File: src/rtl/uart_rx_buffered_pkg.sv
// Shared definitions for the buffered UART receiver: FSM encodings and the
// status-register bit layout used by the MMIO decoder.
package uart_rx_buffered_pkg;

    localparam logic [1:0] RX_IDLE  = 2'd0;
    localparam logic [1:0] RX_START = 2'd1;
    localparam logic [1:0] RX_DATA  = 2'd2;
    localparam logic [1:0] RX_STOP  = 2'd3;

    localparam int unsigned STAT_RX_VALID     = 0;
    localparam int unsigned STAT_FRAMING_ERR  = 1;
    localparam int unsigned STAT_OVERRUN      = 2;

    // Packs receiver flags into the layout the UART status register expects.
    function automatic logic [2:0] pack_status(input logic rx_valid,
                                               input logic framing_error,
                                               input logic overrun);
        logic [2:0] status;
        status = 3'b000;
        status[STAT_RX_VALID]    = rx_valid;
        status[STAT_FRAMING_ERR] = framing_error;
        status[STAT_OVERRUN]     = overrun;
        return status;
    endfunction

endpackage

File: src/rtl/uart_rx_buffered_sync_fifo.sv
// Show-ahead synchronous FIFO; accepts a write while full when a read
// happens in the same cycle.
module sync_fifo #(
    parameter int unsigned WIDTH = 8,
    parameter int unsigned DEPTH = 4
) (
    input  logic             clk,
    input  logic             rst,
    input  logic             wr_en,
    input  logic [WIDTH-1:0] din,
    output logic             full,
    input  logic             rd_en,
    output logic [WIDTH-1:0] dout,
    output logic             empty
);

    localparam int unsigned PTR_W = $clog2(DEPTH);

    logic [WIDTH-1:0] mem [DEPTH];
    logic [PTR_W-1:0] wr_ptr_q;
    logic [PTR_W-1:0] rd_ptr_q;
    logic [PTR_W:0]   count_q;
    logic             do_rd;
    logic             do_wr;

    assign empty = (count_q == '0);
    assign full  = (count_q == (PTR_W + 1)'(DEPTH));
    assign do_rd = rd_en && !empty;
    assign do_wr = wr_en && (!full || do_rd);

    // Empty FIFO presents zero rather than a stale entry.
    assign dout  = empty ? '0 : mem[rd_ptr_q];

    always_ff @(posedge clk) begin
        if (do_wr) begin
            mem[wr_ptr_q] <= din;
        end
    end

    always_ff @(posedge clk) begin
        if (rst) begin
            wr_ptr_q <= '0;
            rd_ptr_q <= '0;
            count_q  <= '0;
        end else begin
            if (do_wr) begin
                wr_ptr_q <= wr_ptr_q + 1'b1;
            end
            if (do_rd) begin
                rd_ptr_q <= rd_ptr_q + 1'b1;
            end
            if (do_wr && !do_rd) begin
                count_q <= count_q + 1'b1;
            end else if (do_rd && !do_wr) begin
                count_q <= count_q - 1'b1;
            end
        end
    end

endmodule

File: src/rtl/uart_rx_buffered.sv
// 8N1 serial receiver with mid-bit sampling, feeding a small show-ahead FIFO
// and reporting framing errors and overruns as single-cycle pulses.
module uart_rx_buffered
    import uart_rx_buffered_pkg::*;
#(
    parameter int unsigned CLOCK_FREQ = 125_000_000,
    parameter int unsigned BAUD_RATE  = 115_200,
    parameter int unsigned FIFO_DEPTH = 4
) (
    input  logic       clk,
    input  logic       rst,
    input  logic       serial_in,
    output logic [7:0] data_out,
    output logic       data_out_valid,
    input  logic       data_out_ready,
    output logic       framing_error,
    output logic       overrun
);

    localparam int unsigned SYMBOL_EDGE_TIME = CLOCK_FREQ / BAUD_RATE;
    localparam int unsigned SAMPLE_TIME      = SYMBOL_EDGE_TIME / 2;
    localparam int unsigned CNT_W            = $clog2(SYMBOL_EDGE_TIME);

    localparam logic [CNT_W-1:0] SAMPLE_LAST = CNT_W'(SAMPLE_TIME - 1);
    localparam logic [CNT_W-1:0] SYMBOL_LAST = CNT_W'(SYMBOL_EDGE_TIME - 1);

    logic             rx_meta_q;
    logic             rx_s_q;
    logic [1:0]       state_q, state_d;
    logic [CNT_W-1:0] cnt_q, cnt_d;
    logic [2:0]       bit_idx_q, bit_idx_d;
    logic [7:0]       shift_q, shift_d;
    logic             framing_error_q, framing_error_d;
    logic             overrun_q, overrun_d;
    logic             push;
    logic             pop;
    logic             fifo_full;
    logic             fifo_empty;

    always_ff @(posedge clk) begin
        if (rst) begin
            rx_meta_q <= 1'b1;
            rx_s_q    <= 1'b1;
        end else begin
            rx_meta_q <= serial_in;
            rx_s_q    <= rx_meta_q;
        end
    end

    assign pop = data_out_ready && !fifo_empty;

    always_comb begin
        state_d         = state_q;
        cnt_d           = (cnt_q == '1) ? cnt_q : cnt_q + 1'b1;
        bit_idx_d       = bit_idx_q;
        shift_d         = shift_q;
        push            = 1'b0;
        framing_error_d = 1'b0;
        overrun_d       = 1'b0;

        case (state_q)
            RX_IDLE: begin
                cnt_d = '0;
                if (!rx_s_q) begin
                    state_d = RX_START;
                end
            end
            RX_START: begin
                if (cnt_q >= SAMPLE_LAST) begin
                    cnt_d = '0;
                    if (rx_s_q) begin
                        state_d = RX_IDLE;
                    end else begin
                        state_d   = RX_DATA;
                        bit_idx_d = 3'd0;
                    end
                end
            end
            RX_DATA: begin
                if (cnt_q >= SYMBOL_LAST) begin
                    cnt_d     = '0;
                    shift_d   = {rx_s_q, shift_q[7:1]};
                    bit_idx_d = bit_idx_q + 3'd1;
                    if (bit_idx_q == 3'd7) begin
                        state_d = RX_STOP;
                    end
                end
            end
            RX_STOP: begin
                // Leaving at mid-stop-bit lets a following start edge be caught with no gap.
                if (cnt_q >= SYMBOL_LAST) begin
                    cnt_d   = '0;
                    state_d = RX_IDLE;
                    if (!rx_s_q) begin
                        framing_error_d = 1'b1;
                    end else if (!fifo_full || pop) begin
                        push = 1'b1;
                    end else begin
                        overrun_d = 1'b1;
                    end
                end
            end
            default: begin
                state_d = RX_IDLE;
                cnt_d   = '0;
            end
        endcase
    end

    always_ff @(posedge clk) begin
        if (rst) begin
            state_q         <= RX_IDLE;
            cnt_q           <= '0;
            bit_idx_q       <= 3'd0;
            shift_q         <= 8'h00;
            framing_error_q <= 1'b0;
            overrun_q       <= 1'b0;
        end else begin
            state_q         <= state_d;
            cnt_q           <= cnt_d;
            bit_idx_q       <= bit_idx_d;
            shift_q         <= shift_d;
            framing_error_q <= framing_error_d;
            overrun_q       <= overrun_d;
        end
    end

    sync_fifo #(
        .WIDTH (8),
        .DEPTH (FIFO_DEPTH)
    ) u_fifo (
        .clk   (clk),
        .rst   (rst),
        .wr_en (push),
        .din   (shift_q),
        .full  (fifo_full),
        .rd_en (data_out_ready),
        .dout  (data_out),
        .empty (fifo_empty)
    );

    assign data_out_valid = !fifo_empty;
    assign framing_error  = framing_error_q;
    assign overrun        = overrun_q;

endmodule

File: config.mk
export PLATFORM = sky130hd
export DESIGN_NAME = uart_rx_buffered
export DESIGN_NICKNAME = d
export VERILOG_FILES = /design/src/rtl/uart_rx_buffered_pkg.sv /design/src/rtl/uart_rx_buffered_sync_fifo.sv /design/src/rtl/uart_rx_buffered.sv
export SDC_FILE = /design/constraint.sdc
export NUM_CORES = 1
export LEC_CHECK = 0
export BUFFER_PORTS_ARGS = -buffer_cell sky130_fd_sc_hd__buf_2
export CORE_ASPECT_RATIO = 1.25
export CORE_UTILIZATION = 54
export DETAILED_ROUTE_END_ITERATION = 16
export HOLD_SLACK_MARGIN = 0.03
export PLACE_DENSITY_LB_ADDON = 0.15
export REMOVE_ABC_BUFFERS = 1
export SYNTH_ARGS = -nofsm -noshare
export SYNTH_HDL_FRONTEND = slang
export SYNTH_SLANG_ARGS = --single-unit
File: constraint.sdc
create_clock -name clk -period 2.2 [get_ports clk]
set_clock_uncertainty 0.05 [all_clocks]
set_input_delay 0.44 -clock clk [delete_from_list [all_inputs] [get_ports clk]]
set_output_delay 0.44 -clock clk [all_outputs]
set_load 0.02 [all_outputs]
==> impl_metrics.yaml <==
run_status:
  result_of_the_run: "finished clean"
finish:
  final_design_area_no_fill_um2: 3590
  nFillCells: 419
  utilization: 0.664
  area_delta_synth_final_pct: 19.5
  final_cell_count_no_fill: 345
  drive_gt1_frac: 0.317
  layout.nets: 291
  antenna_cells: 0
setup_path:
  max_stage_delay_ns: 0.39
  critical_path.slowest_cell: "sky130_fd_sc_hd__a2111oi_4"
  crit_family: "adder cells"
  critPathLaunchType: "flip-flop"
  cp_max_fo: 2
  critical_path_required_ns: 2.42
  arrival_time_worst_endpoint_ns: 2.40
  worst-path-buf-inv: 1
  crit_path_end_kind: "flip-flop"
  cp_cell_sequence: "nand4_4 -> a2111oi_4 -> ha_2 -> inv_1 -> fa_2 -> xor2_1 -> or3_1 -> a21oi_1"
  crit_type: "reg -> reg"
pwr:
  p_leak_uw: 0.00133
  power.density_cell_area_nw_per_um2: 997
  worst_ir_drop_vdd_uv: 759
routing:
  post_drt_wl_per_cell_um: 15.4
  viasPerCell: 5.52
  1st_pass_router_iterations: 4
  num_vias: 1904
  postRouteAntennaNets: 0
  drc: 0
  postRouteWirelength_um: 5310
  first_iter_violations: 120
placement:
  dp.final_hpwl_um: 3610
  placement.setup.worst_slack_ns: -0.222
  placedInstanceArea_um2: 3260
  gp_congestion: 0.836
  placed_cells: 327
  port_buffer_cells: 14
synth:
  synth_top_area_share: 0.320
  synthDominantAreaCellType: "sky130_fd_sc_hd__edfxtp_1"
  synth.yosys.warnings: 0
  synth_top_cells_by_area: "sky130_fd_sc_hd__edfxtp_1, sky130_fd_sc_hd__dfxtp_1, sky130_fd_sc_hd__mux4_2, sky130_fd_sc_hd__mux2i_1, sky130_fd_sc_hd__ha_1"
  syn_inst: 237
  synth.avg_cell_area_um2: 12.7
  yosysSeqAreaShare: 0.567
  postSynth.asyncResetShare: 0
  synthFlopType: "sky130_fd_sc_hd__dfxtp_1"
  yosysUniqueCellTypes: 48
  synth_area_um2: 3000
  synthTopCellsByCount: "sky130_fd_sc_hd__dfxtp_1, sky130_fd_sc_hd__edfxtp_1, sky130_fd_sc_hd__nor2_1"
  synthMostInstantiatedCell: "sky130_fd_sc_hd__dfxtp_1"
  synth.ff_latch_count: 69
  synth_enable_flop_cells: 32
sta:
  fmax_mhz: 458
  slew_viol_final: 0
  final-setup-viol-count: 0
  slew_headroom: 0.537
  finalHoldViolCount: 0
  worstMarginPinSlew_ns: 0.694
  setup_repair_after_global_routing_missed_its_margin: "yes"
  post-route-worst-setup-slack_ns: 0.0162
  period_utilization: 0.993
  hold_ws_ns: 0.229
  crit_path_time_final_ns: 2.18
cts:
  worst_setup_hold_path_clk_slew_ns: 0.08
  cts.sink_count: 69
  clock_path_buffers: 2
  worst_skew_pair.late_latency_ns: 0.34
  cts_buffers: 9
  clock_root_buffer_master: "sky130_fd_sc_hd__clkbuf_8"
  cts_tree: "done"
  htreeDepth: 3
floorplanning:
  floorplan.io_pins: 15
  die-height_um: 85.4
  dieWidth_um: 68.7
  floorplan.die_area_um2: 5860
  placementRows: 30
  design.core.area_um2: 5410
  floorplan.initialDensity: 0.555
global_route:
  grt_pass1_vias: 1820
  pin_count_of_the_biggest_net_entering_global_routing: 40
  gr-usage-all-layers: 0.212
  grt_pass1_wl_um: 8790
  grt_antenna_before_repair: 0
  global_route.overflow_total: 0
min_path:
  hold_path_class: "in -> reg"
flow_run:
  maxCapViolCount: 0
per-layer routing:
layer,wire length (um),global-route usage,part of all wire
met1,2290,0.252,0.43
met2,2770,0.347,0.52
met3,179,0.0565,0.034
met4,74,0.0966,0.014
met5,0,0,0
layout make-up:
| class | instances | area, um2 | area share |
|---|---|---|---|
| clock buffers | 10 | 128 | 0.0356 |
| clock inverters | 6 | 111 | 0.0310 |
| inverters | 9 | 33.8 | 0.00942 |
| multi-input cells | 147 | 1230 | 0.343 |
| flip-flops and latches | 69 | 1710 | 0.477 |
| well taps | 64 | 80.1 | 0.0223 |
| repair buffers | 40 | 293 | 0.0816 |
worst paths after layout:
check	start	to	slack, ns	depth (start not counted)
min reg2reg	rx_meta_q$_SDFF_PP1_	rx_s_q$_SDFF_PP1_	0.36	1
max reg2reg	cnt_q[2]$_SDFF_PP0_	u_fifo.count_q[2]$_SDFFE_PP0P_	0.02	8
max	cnt_q[2]$_SDFF_PP0_	u_fifo.count_q[2]$_SDFFE_PP0P_	0.02	8
min	serial_in	rx_meta_q$_SDFF_PP1_	0.23	2
per-stage QoR:
| step | power, uW | TNS, ns |
|---|---|---|
| floorplan | 1960 | -0.226 |
| global placement | 2230 | -0.278 |
| detailed placement | 2240 | -0.396 |
| CTS | 3480 | 0 |
| global route | 3770 | -0.0930 |
| finish | 3580 | 0 |
cell usage in the layout (no fill, tap or decap), drive strengths merged, types with 3 or more instances in the layout:
master and count:
nor2 21, bufinv 3, and2 12, o21ai 5, clkbuf 10, xor2 5
nand2 4, ha 10, mux4 8, mux2i 13, or3 3, edfxtp 32
and3 4, nor4 4, a21oi 4, dfxtp 37, buf 40, nand4 8
nor3 9, inv 9, nand3 3
kinds of logic (layout without fill, tap and decap cells):
family,Yosys count,in the layout,share of synthesized area
compound gates,24,24,0.0663
xor+xnor,7,7,0.0204
fa+ha+maj,11,11,0.0484
buf+inv,21,65,0.0346
flops,69,69,0.567
mux,22,22,0.107
simple gates,83,83,0.156
report_power, final:
group	total, uW	switching [uW]	internal (uW)	leakage [uW]
Sequential	1430	44.9	1380	0.000599
Combinational	921	441	480	0.000615
Clock	1230	475	753	0.000116
repair_timing:
action / CTS / global route
pin swaps: 5 / 1
endpoints found under the setup margin: 5 / 10
hold buffers: 0 / 0
setup buffers: 2 / 0
resized for setup: 9 / 17
state kept, by name, indices dropped and copies added, names as in the netlist, 2 cells and up, named ones only:
signal and count:
bit_idx_q 3, cnt_q 11, shift_q 8, u_fifo.count_q 3, u_fifo.mem 32, u_fifo.rd_ptr_q 2
u_fifo.wr_ptr_q 2
Power figures use the tool's default switching activity.
